## src/rtl/debounce_ctrl_if.sv

```systemverilog
// Signal bundle between a noisy-input source and the debouncer, plus the
// debounced drive toward a downstream register.
//   raw_in      : asynchronous noisy level from a switch or pin
//   clr_req     : synchronous request to force the accepted level to 0
//   dflop_in    : accepted (debounced) level, data input of downstream register
//   dflop_en    : one-cycle load strobe for the downstream register
//   dflop_clr_n : active-low clear strobe for the downstream register
//   edge_rise   : one-cycle pulse on an accepted 0->1 change
//   edge_fall   : one-cycle pulse on an accepted 1->0 change
// modport slave  : the debouncer side
// modport master : the side that drives raw_in/clr_req and consumes the outputs
interface debounce_ctrl_if;
  logic raw_in;
  logic clr_req;
  logic dflop_in;
  logic dflop_en;
  logic dflop_clr_n;
  logic edge_rise;
  logic edge_fall;

  modport slave (
    input  raw_in,
    input  clr_req,
    output dflop_in,
    output dflop_en,
    output dflop_clr_n,
    output edge_rise,
    output edge_fall
  );

  modport master (
    output raw_in,
    output clr_req,
    input  dflop_in,
    input  dflop_en,
    input  dflop_clr_n,
    input  edge_rise,
    input  edge_fall
  );
endinterface

```

## src/rtl/debounce_ctrl.sv

```systemverilog
// Debouncer for an asynchronous level input. raw_in is brought into the clk
// domain through a two-flop synchronizer; a four-state FSM accepts a new
// level only after DEBOUNCE_CYCLES consecutive synchronized samples of it.
// All outputs are registered.
//   clk   : single clock, rising edge
//   reset : synchronous, active-low
//   bus   : debounce_ctrl_if.slave (raw_in, clr_req in; dflop_in, dflop_en,
//           dflop_clr_n, edge_rise, edge_fall out)
// Parameters:
//   DEBOUNCE_CYCLES : consecutive samples needed to accept a level (2..2^CNT_W-1)
//   CNT_W           : width of the qualification counter
module debounce_ctrl #(
  parameter int DEBOUNCE_CYCLES = 16,
  parameter int CNT_W           = 5
) (
  input  logic              clk,
  input  logic              reset,
  debounce_ctrl_if.slave    bus
);

  if (DEBOUNCE_CYCLES < 2 || DEBOUNCE_CYCLES > (2**CNT_W) - 1) begin : g_bad_param
    $error("debounce_ctrl: DEBOUNCE_CYCLES=%0d out of range 2..%0d for CNT_W=%0d",
           DEBOUNCE_CYCLES, (2**CNT_W) - 1, CNT_W);
  end

  localparam logic [CNT_W-1:0] CNT_LAST = CNT_W'(DEBOUNCE_CYCLES - 1);
  localparam logic [CNT_W-1:0] CNT_ONE  = CNT_W'(1);

  typedef enum logic [1:0] {
    STABLE_LO,
    PEND_HI,
    STABLE_HI,
    PEND_LO
  } state_t;

  state_t           state;
  logic [CNT_W-1:0] cnt;
  logic             sync1;
  logic             sync2;

  always_ff @(posedge clk) begin
    if (!reset) begin
      sync1           <= 1'b0;
      sync2           <= 1'b0;
      state           <= STABLE_LO;
      cnt             <= '0;
      bus.dflop_in    <= 1'b0;
      bus.dflop_en    <= 1'b0;
      bus.edge_rise   <= 1'b0;
      bus.edge_fall   <= 1'b0;
      bus.dflop_clr_n <= 1'b0;
    end else begin
      sync1 <= bus.raw_in;
      sync2 <= sync1;

      // Strobes default low; only an accepted transition raises them.
      bus.dflop_en    <= 1'b0;
      bus.edge_rise   <= 1'b0;
      bus.edge_fall   <= 1'b0;
      bus.dflop_clr_n <= 1'b1;

      if (bus.clr_req) begin
        // Clear overrides any transition qualifying on this same edge.
        state           <= STABLE_LO;
        cnt             <= '0;
        bus.dflop_in    <= 1'b0;
        bus.dflop_clr_n <= 1'b0;
      end else begin
        unique case (state)
          STABLE_LO: begin
            if (sync2) begin
              state <= PEND_HI;
              cnt   <= CNT_ONE;
            end else begin
              cnt   <= '0;
            end
          end
          PEND_HI: begin
            if (!sync2) begin
              state <= STABLE_LO;
              cnt   <= '0;
            end else if (cnt == CNT_LAST) begin
              state         <= STABLE_HI;
              cnt           <= '0;
              bus.dflop_in  <= 1'b1;
              bus.edge_rise <= 1'b1;
              bus.dflop_en  <= 1'b1;
            end else begin
              cnt   <= cnt + CNT_ONE;
            end
          end
          STABLE_HI: begin
            if (!sync2) begin
              state <= PEND_LO;
              cnt   <= CNT_ONE;
            end else begin
              cnt   <= '0;
            end
          end
          PEND_LO: begin
            if (sync2) begin
              state <= STABLE_HI;
              cnt   <= '0;
            end else if (cnt == CNT_LAST) begin
              state         <= STABLE_LO;
              cnt           <= '0;
              bus.dflop_in  <= 1'b0;
              bus.edge_fall <= 1'b1;
              bus.dflop_en  <= 1'b1;
            end else begin
              cnt   <= cnt + CNT_ONE;
            end
          end
          default: begin
            state <= STABLE_LO;
            cnt   <= '0;
          end
        endcase
      end
    end
  end

endmodule

```

## src/flat_wrapper.sv

```systemverilog
// flat-port wrapper written by rule: the top's interface ports become plain ports
module debounce_ctrl_flat 
#(
  parameter int DEBOUNCE_CYCLES = 16,
  parameter int CNT_W           = 5
)
  (clk, reset, bus_raw_in, bus_clr_req, bus_dflop_in, bus_dflop_en, bus_dflop_clr_n, bus_edge_rise, bus_edge_fall);
  debounce_ctrl_if bus_i ();
  input  logic clk;
  input  logic reset;
  input wire logic [$bits(bus_i.raw_in)-1:0] bus_raw_in;
  input wire logic [$bits(bus_i.clr_req)-1:0] bus_clr_req;
  output wire logic [$bits(bus_i.dflop_in)-1:0] bus_dflop_in;
  output wire logic [$bits(bus_i.dflop_en)-1:0] bus_dflop_en;
  output wire logic [$bits(bus_i.dflop_clr_n)-1:0] bus_dflop_clr_n;
  output wire logic [$bits(bus_i.edge_rise)-1:0] bus_edge_rise;
  output wire logic [$bits(bus_i.edge_fall)-1:0] bus_edge_fall;
  assign bus_i.raw_in = bus_raw_in;
  assign bus_i.clr_req = bus_clr_req;
  assign bus_dflop_in = bus_i.dflop_in;
  assign bus_dflop_en = bus_i.dflop_en;
  assign bus_dflop_clr_n = bus_i.dflop_clr_n;
  assign bus_edge_rise = bus_i.edge_rise;
  assign bus_edge_fall = bus_i.edge_fall;
  debounce_ctrl #(.DEBOUNCE_CYCLES(DEBOUNCE_CYCLES), .CNT_W(CNT_W)) u_core (.clk(clk), .reset(reset), .bus(bus_i));
endmodule
```

## config.mk

```make
export PLATFORM = sky130hd
export DESIGN_NAME = debounce_ctrl_flat
export DESIGN_NICKNAME = d
export VERILOG_FILES = /design/src/rtl/debounce_ctrl_if.sv /design/src/rtl/debounce_ctrl.sv /design/src/flat_wrapper.sv
export SDC_FILE = /design/constraint.sdc
export NUM_CORES = 1
export LEC_CHECK = 0
export CORE_MARGIN = 3
export CORE_UTILIZATION = 38
export DETAILED_ROUTE_END_ITERATION = 12
export DONT_BUFFER_PORTS = 1
export GPL_TIMING_DRIVEN = 1
export PLACE_DENSITY_LB_ADDON = 0.15
export SLEW_MARGIN = 0
export SYNTH_ARGS = -nofsm -noshare
export SYNTH_HDL_FRONTEND = slang
export SYNTH_SLANG_ARGS = --single-unit
```

## constraint.sdc

```tcl
create_clock -name clk -period 2.2 [get_ports clk]
set_input_delay 0.44 -clock clk [delete_from_list [all_inputs] [get_ports clk]]
set_output_delay 0.44 -clock clk [all_outputs]
set_load 0.02 [all_outputs]
```

==> results.md <==
Outcome:
- The flow ran to the end, and the final reports show no timing, DRC or antenna violations.

Pwr:
- In this run the power spent charging and discharging nets is 81.22 uW.
- The standby leakage power is 0.1960 nW.
- The peak supply drop is 0.3847 mV.
- The internal portion of the total power is 359.4 uW.
- The relative contribution of the clock network to total power is 39.4%.
- Dividing total power by cell area gives a power density of 794.9 mW/mm^2.
- The combinational fraction of design power is 1.5%.
- The overall power consumption is 440.6 uW.
- The share of total power consumed by net switching is 18.43%.
- Of the total power, registers draw 59.1%.

Synthesis:
- The number of synthesized register bits is 14.
- The count of synthesis-stage warnings from yosys is 0.
- Summing the sequential cell areas from Yosys gives 55.17% of the chip area.
- The post-synth net total is 53.
- Ranked by total cell area, the synthesized netlist is headed by dfxtp_1 (55%), xor2_1 (3.4%), a21oi_1 (3.0%).
- The average size of a mapped cell is 10.58 um^2.
- The most used flip-flop cell after synthesis is dfxtp_1.
- The share of synthesized flip-flops with an asynchronous set or reset is 0%.
- By count the netlist is led by dfxtp_1 (14), a21oi_1 (3), inv_1 (3), nand3_1 (3), nor2_1 (3).
- The post-synthesis instance area is 508.0 um^2.
- The most used standard cell by instance count after synthesis is dfxtp_1.
- The number of enable flip-flop cells after synthesis is 0.
- Counting distinct cell types in the post-synthesis netlist gives 24.
- The share of synthesized area in the top cell type comes to 55.17%.
- The top cell type by total area after synthesis is dfxtp_1.
- Synthesis produced 48 cells.

Clocking:
- The count of clock tree sinks is 14.
- The clock tree from TritonCTS is yes.
- At the later pin of the worst-skew pair, clock insertion delay measures roughly 0.27 ns.
- The total of hold buffers inserted after clock tree synthesis is 0.
- The clock buffer count from CTS is 3.
- Gates resized during post-CTS repair numbered 0.
- The clock tree root buffer cell is clkbuf_4.
- Counting along the longest clock path gives a buffer depth of 2.
- The post-CTS setup-driven buffer insertion count is 0.
- In this run the number of H-tree levels came out at 1.
- The clock transition at the registers of the reported paths is 0.08 ns.

Worst hold path:
- The path type of the worst min-delay path is in2reg.
- The worst hold endpoint is u_core.sync2$_SDFF_PN0_.
- The startpoint identified for the worst hold timing path is reset.
- Along the worst hold path, the cell count comes to 1.

Placed design:
- Once placement completed, the tool counted placed cells totaling 61.
- The HPWL after detailed placement is approximately 590 um.
- Routability-driven placement finished with a final weighted congestion of around 0.72.
- Port buffering added 0 buffers.
- The setup slack after placement is 0.8578 ns.

Worst setup path:
- Measured in cells, the most critical reg-to-reg path has a length of 4.
- STA puts the critical path data required time at 2.39 ns.
- The signal on the critical path passes through ha_1, and4b_1, nand2_2, nor4b_2.
- The worst-case register-to-register setup slack is around 0.85 ns.
- The critical path endpoint category is a flop.
- For this run, the slowest stage of the critical path takes 0.35 ns.
- In this design, the largest share of critical-path delay is due to simple AND/OR/NAND/NOR gates.
- The endpoint of the most critical register-to-register path is u_core.bus.edge_fall$_SDFF_PP0_.
- STA classifies the critical path startpoint as a flop.
- Of all nets on the critical path, the largest fanout is 6.
- The startpoint identified for the worst register-to-register timing path is u_core.cnt[0]$_SDFF_PP0_.
- The count of buffering cells on the critical path with inverters included is 0.
- For the worst setup path, the data arrival time is around 1.5 ns.
- By startpoint and endpoint, the worst setup path is classified as reg2reg.
- The largest individual stage delay along the critical path comes from the cell dfxtp_1.

Timing:
- For this run, the top clock speed supported by timing is 0.7412 GHz.
- Setup slack on the critical path of the routed design comes to 0.8509 ns.
- The number of endpoints with negative hold slack in the final report is 0.
- The post-route clock period utilization is around three fifths.
- The total negative setup slack is 0 ns.
- Setup repair after global routing left no endpoint under its margin.
- The worst pin sits at a relative slew slack of 81.98%.
- The post-route minimum period is between 1 and 1.5 ns.
- The setup-violating endpoint count in the final report is 0.
- The setup skew after layout is between 0.003 and 0.004 ns.
- For the pin with the worst max-slew slack, the measured transition is about 0.27 ns.
- The final number of max-transition violations is 0.

Detailed routing:
- Detailed routing inserted a total of 354 vias.
- Dividing the detail-routed wire length by the instance count gives approximately 11 um.
- The first detailed-routing pass took 4 iterations.
- In this run, the number of DRC markers left after iteration 0 of detailed routing was 8.
- Wires add up to between 700 and 800 um.
- The number of remaining DRC errors is 0.
- The final antenna-violating net count is 0.
- The average vias per placed instance is 5.446.

Global route:
- Entering global routing, the biggest net connects 9 pins.
- The initial antenna violation count is 0.
- The global-route wire length before repair is 1173 um.
- In the global route stage, overall resource usage came out at 9.386%.
- The number of global-route vias before repair is 307.
- After global routing the overflow that remains totals 0.

Final layout:
- After the last flow step, the layout net total stands at 57.
- The final cell count without fillers is 65.
- The number of antenna diodes in the final layout is 0.
- The proportion of layout cells with a drive suffix above 1 is 15.69%.
- Relative to the synthesized area, the layout overhead comes to 9.113%.
- Once layout is complete, the utilization of the core stands at 46.73%.

Floorplan:
- In this run the vertical extent of the chip is 42.56 um.
- In this run the count of I/O pins placed on the die edge is 9.
- The floorplan step set the die width to 42.56 um.
- The die covers 0.001811 mm^2.
- The placeable core region is 0.001186 mm^2.
- The number of core rows is 12.
- The effective utilization at floorplan is 42.83%.

Run:
- The number of max-cap violations is 0.
==> worst max-delay path by stage <==
stage               cells after the start                          endpoint                startpoint
finish                                  4   u_core.bus.edge_fall$_SDFF_PP0_  u_core.cnt[0]$_SDFF_PP0_
global route                            4   u_core.bus.edge_fall$_SDFF_PP0_  u_core.cnt[0]$_SDFF_PP0_
CTS                                     4   u_core.bus.edge_fall$_SDFF_PP0_  u_core.cnt[0]$_SDFF_PP0_
detailed placement                      4   u_core.bus.edge_fall$_SDFF_PP0_  u_core.cnt[0]$_SDFF_PP0_
global placement                        4   u_core.bus.edge_fall$_SDFF_PP0_  u_core.cnt[0]$_SDFF_PP0_
floorplan                               5  u_core.bus.dflop_in$_SDFFE_PP0P_  u_core.cnt[0]$_SDFF_PP0_
==> layout by cell type (no fill, tap or decap), drive strengths merged <==
cell type | Yosys | final
nor3b | 1 | 1
a31oi | 1 | 1
xnor2 | 1 | 1
o31ai | 1 | 1
clkbuf | 0 | 4
and2 | 2 | 2
dfxtp | 14 | 14
a21oi | 3 | 3
nand3 | 4 | 4
nor2 | 3 | 3
nor4b | 1 | 1
nor3 | 1 | 1
and4b | 1 | 1
nor4 | 1 | 1
o311ai | 1 | 1
ha | 1 | 1
inv | 3 | 3
xor2 | 2 | 2
o21ai | 1 | 1
nand4b | 1 | 1
nand2 | 3 | 3
nand2b | 1 | 1
==> cell families after synthesis <==
family	count (synthesis)	synth area share [%]
xor gates and xnor gates	3	5.173
AOI/OAI and AO/OA	7	8.374
buffers and inverters	4	3.695
DFF	14	55.17
adders and majority gates	1	2.463
and+or+nand+nor	19	25.12
==> final cells by class <==
type	instances	area, um^2
Multi-Input combinational cell	30	209.0
Inverter	3	11.26
Tap cell	14	17.52
Sequential cell	14	280.3
Clock buffer	4	36.28
Fill cell	116	631.9
==> worst register-to-register path, delay by kind of cell (launching register included) <==
kind	cells	cell delay [ns]
simple gates	3	0.69
flops	1	0.35
fa+ha+maj	1	0.23
==> power by group through the flow <==
| stage | Clock (mW) | Combinational (mW) | Sequential, mW |
|---|---|---|---|
| 6_report | 0.174 | 0.00672 | 0.260 |
| 5_1_grt | 0.191 | 0.00787 | 0.261 |
| 4_1_cts | 0.180 | 0.00682 | 0.260 |
| 3_5_place_dp | 0 | 0.00670 | 0.266 |
| 3_3_place_gp | 0 | 0.00637 | 0.266 |
| 2_1_floorplan | 0 | 0.00559 | 0.266 |
==> state kept, by name, summed over array words and instances, names as in the netlist, named ones only <==
| signal | flops |
|---|---|
| u_core.bus.edge_fall | 1 |
| u_core.bus.dflop_en | 1 |
| u_core.bus.dflop_clr_n | 1 |
| u_core.cnt | 5 |
| u_core.bus.dflop_in | 1 |
| u_core.sync2 | 1 |
| u_core.state | 1 |
| u_core.bus.edge_rise | 1 |
| u_core.sync1 | 1 |
==> stage by stage <==
step,cell area (um^2),hold slack [ns]
finish,554.3,0.2902
global route,554.3,0.2681
CTS,554.3,0.2813
detailed placement,518.0,0.4295
global placement,518.0,0.4205
floorplan,508.0,0.4118
==> routing by layer <==
metal  wire length, um  track usage [%]  part of all wire (%)  up-vias
met3                78            7.725                    10        0
met2               368            14.59                    49       16
met5                 0                0                     0        -
met4                 0            3.727                     0        0
met1               297            9.044                    40      166
li1                  -                -                     -      172
Power figures use the tool's default switching activity.
==> patch, RTL diff (config.mk and constraints unchanged) <==
`CNT_W` is set to 5 in 2 places; all go to 6.
--- a/src/rtl/debounce_ctrl.sv
+++ b/src/rtl/debounce_ctrl.sv
@@ -11,7 +11,7 @@
 //   CNT_W           : width of the qualification counter
 module debounce_ctrl #(
   parameter int DEBOUNCE_CYCLES = 16,
-  parameter int CNT_W           = 5
+  parameter int CNT_W           = 6
 ) (
   input  logic              clk,
   input  logic              reset,
--- a/src/flat_wrapper.sv
+++ b/src/flat_wrapper.sv
@@ -2,7 +2,7 @@
 module debounce_ctrl_flat 
 #(
   parameter int DEBOUNCE_CYCLES = 16,
-  parameter int CNT_W           = 5
+  parameter int CNT_W           = 6
 )
   (clk, reset, bus_raw_in, bus_clr_req, bus_dflop_in, bus_dflop_en, bus_dflop_clr_n, bus_edge_rise, bus_edge_fall);
   debounce_ctrl_if bus_i ();
Formal check against the unedited RTL: same outputs for any inputs over 10 cycles, from zero or initial values and one cycle with reset low; that may be too few to reach the edited logic, so the function may still have changed.
==> patch against the unedited design <==
  * Setup slack worse by 0.11 ns
  * Total power down 1.8%
  * Area after synthesis grew 12%
  * Via count rose by 12%
  * Clock skew increased by 0.0026 ns
  * Sequential cell count is 1 higher
  * Final area rose by 8.1%
  * Routed wire length rose by 18%
  * Die area rose by 10%
  * Count of clock-buffer cells in the layout did not move
  * Clock power fell by 15%
==> patch: results (changes against the unedited design) <==
status=finished, final reports clean; share of post-route cells with drive strength above 1=0.0847 (-0.0721); final weighted congestion in routability-driven placement=0.737 (+2.7%); area share of xor/xnor cells in the synthesized design=0.0308 (-0.0210); peak ir drop on the vdd network=0.000381 V (-0.89%); share of synthesized area spent on multiplexers=0.0176 (+0.0176); Post-CTS Setup Inserts=0 (unchanged); synth unique cells=30 (+25%); Clock Tree Root=clkbuf_4; Filler Cell Count=130 (+12%); post-synthesis share of cell area spent on full adders, half adders and majority gates=0.0220 (-0.00265); Static Leak=0.000225 uW (+15%); clock skew=0.00626 ns (+0.00260 ns); Reg clk slew, reported paths=0.08 ns (about the same); GRT Util Overall=0.111 (+0.0171); Ys Warns=0 (unchanged); Diodes inserted=0 (unchanged); number of nets produced by synthesis=62 (+17%); Synth area leaders=dfxtp_1 53%, nor2_1 4.6%, nand3_1 2.6%; placed wire-length estimate after detailed placement=672 microns (+13%); Nets=65 (+14%); clock buffers created by TritonCTS=3 (unchanged); pin count of the biggest net entering global routing=9 (unchanged); detailed router's first-iteration violation count=9 (+1); count of buffers from port buffering=0 (unchanged); drt first pass iters=2 (-2); worst-path maximum fanout=7 (+1); slew at the pin closest to its max-slew limit=0.426 ns (+0.156 ns); compound-cell area share of the yosys netlist=0.132 (+0.0481); via count of the first global-routing pass=370 (+21%); global-route wire length before repair=1560 microns (+33%); deepest clock path buffer count=2 (unchanged); antenna violations before repair=0 (unchanged); Resized cells post-CTS=0 (unchanged); final WL=881 microns (+18%); worst slack, placed=0.781 ns (-0.0771 ns); Largest Register=u_core.cnt; Largest register FFs=6 (+1); dominant combinational cell family by area after synthesis=simple AND/OR/NAND/NOR gates; Worst-Skew Late Latency=0.27 ns (about the same); most frequent cells after synthesis=15 x dfxtp_1, 7 x nor2_1, 3 x inv_1, 3 x nand3_1; arrival time worst endpoint=1.63 ns (+0.09 ns); register area share after synthesis=0.527 (-0.0243); H-tree levels=1 (unchanged); Worst Hold Class=in -> reg; async set or reset register ratio after synthesis=0 (unchanged); via count=396 (+12%)
patch: worst max-delay path, cell delays in order (launching register included):
cell      delay (ns)
dfxtp_1         0.41
ha_1            0.23
and3_1          0.32
nand4b_1        0.13
a32o_1          0.27
patch: worst paths after layout:
| check | depth (start not counted) | slack, ns | from | end |
|---|---|---|---|---|
| hold reg to reg | 1 | 0.44 | u_core.sync1 | u_core.sync2 |
| setup / recovery | 4 | 0.74 | u_core.cnt[0] | u_core.bus.dflop_in |
| hold / removal | 1 | 0.29 | reset | u_core.sync2 |
| setup reg to reg | 4 | 0.74 | u_core.cnt[0] | u_core.bus.dflop_in |
patch: per-stage QoR:
stage / std cells / cell area (sq um) / power, uW
after floorplan: 57 / 569 / 289
after global placement: 70 / 573 / 291
after global routing: 74 / 599 / 455
after detailed placement: 70 / 573 / 291
final: 74 / 599 / 433
after CTS: 74 / 599 / 440
patch: cell type report:
type / instances / share of cell area
sequential: 15 / 0.501
multi-input combinational: 37 / 0.405
clock buffer: 4 / 0.0438
tap: 15 / 0.0313
inverter: 3 / 0.0188
patch: where the power goes:
group          switching (uW)  internal [uW]  total (uW)  leakage, uW
combinational            3.52           2.44        5.96    0.0000888
sequential               3.96            275         278     0.000122
clock                    77.9           70.3         148    0.0000150
total                    85.4            347         433     0.000225
patch: metal layers:
layer  vias to the layer above  routed length, microns  GRT usage  part of all wire
met4                         0                      10     0.0542             0.011
li1                        206                       -          -                 -
met2                         8                     363      0.149              0.41
met1                       180                     457      0.140              0.52
met5                         -                       0          0                 0
met3                         2                      48     0.0637             0.054
patch: cells by family after synthesis:
kind of cell	count (synthesis)
AO/OA/AOI/OAI	10
adder cells (fa/ha/maj)	1
AND/OR/NAND/NOR	23
XOR/XNOR	2
flip-flops	15
multiplexers	1
buffers and inverters	5
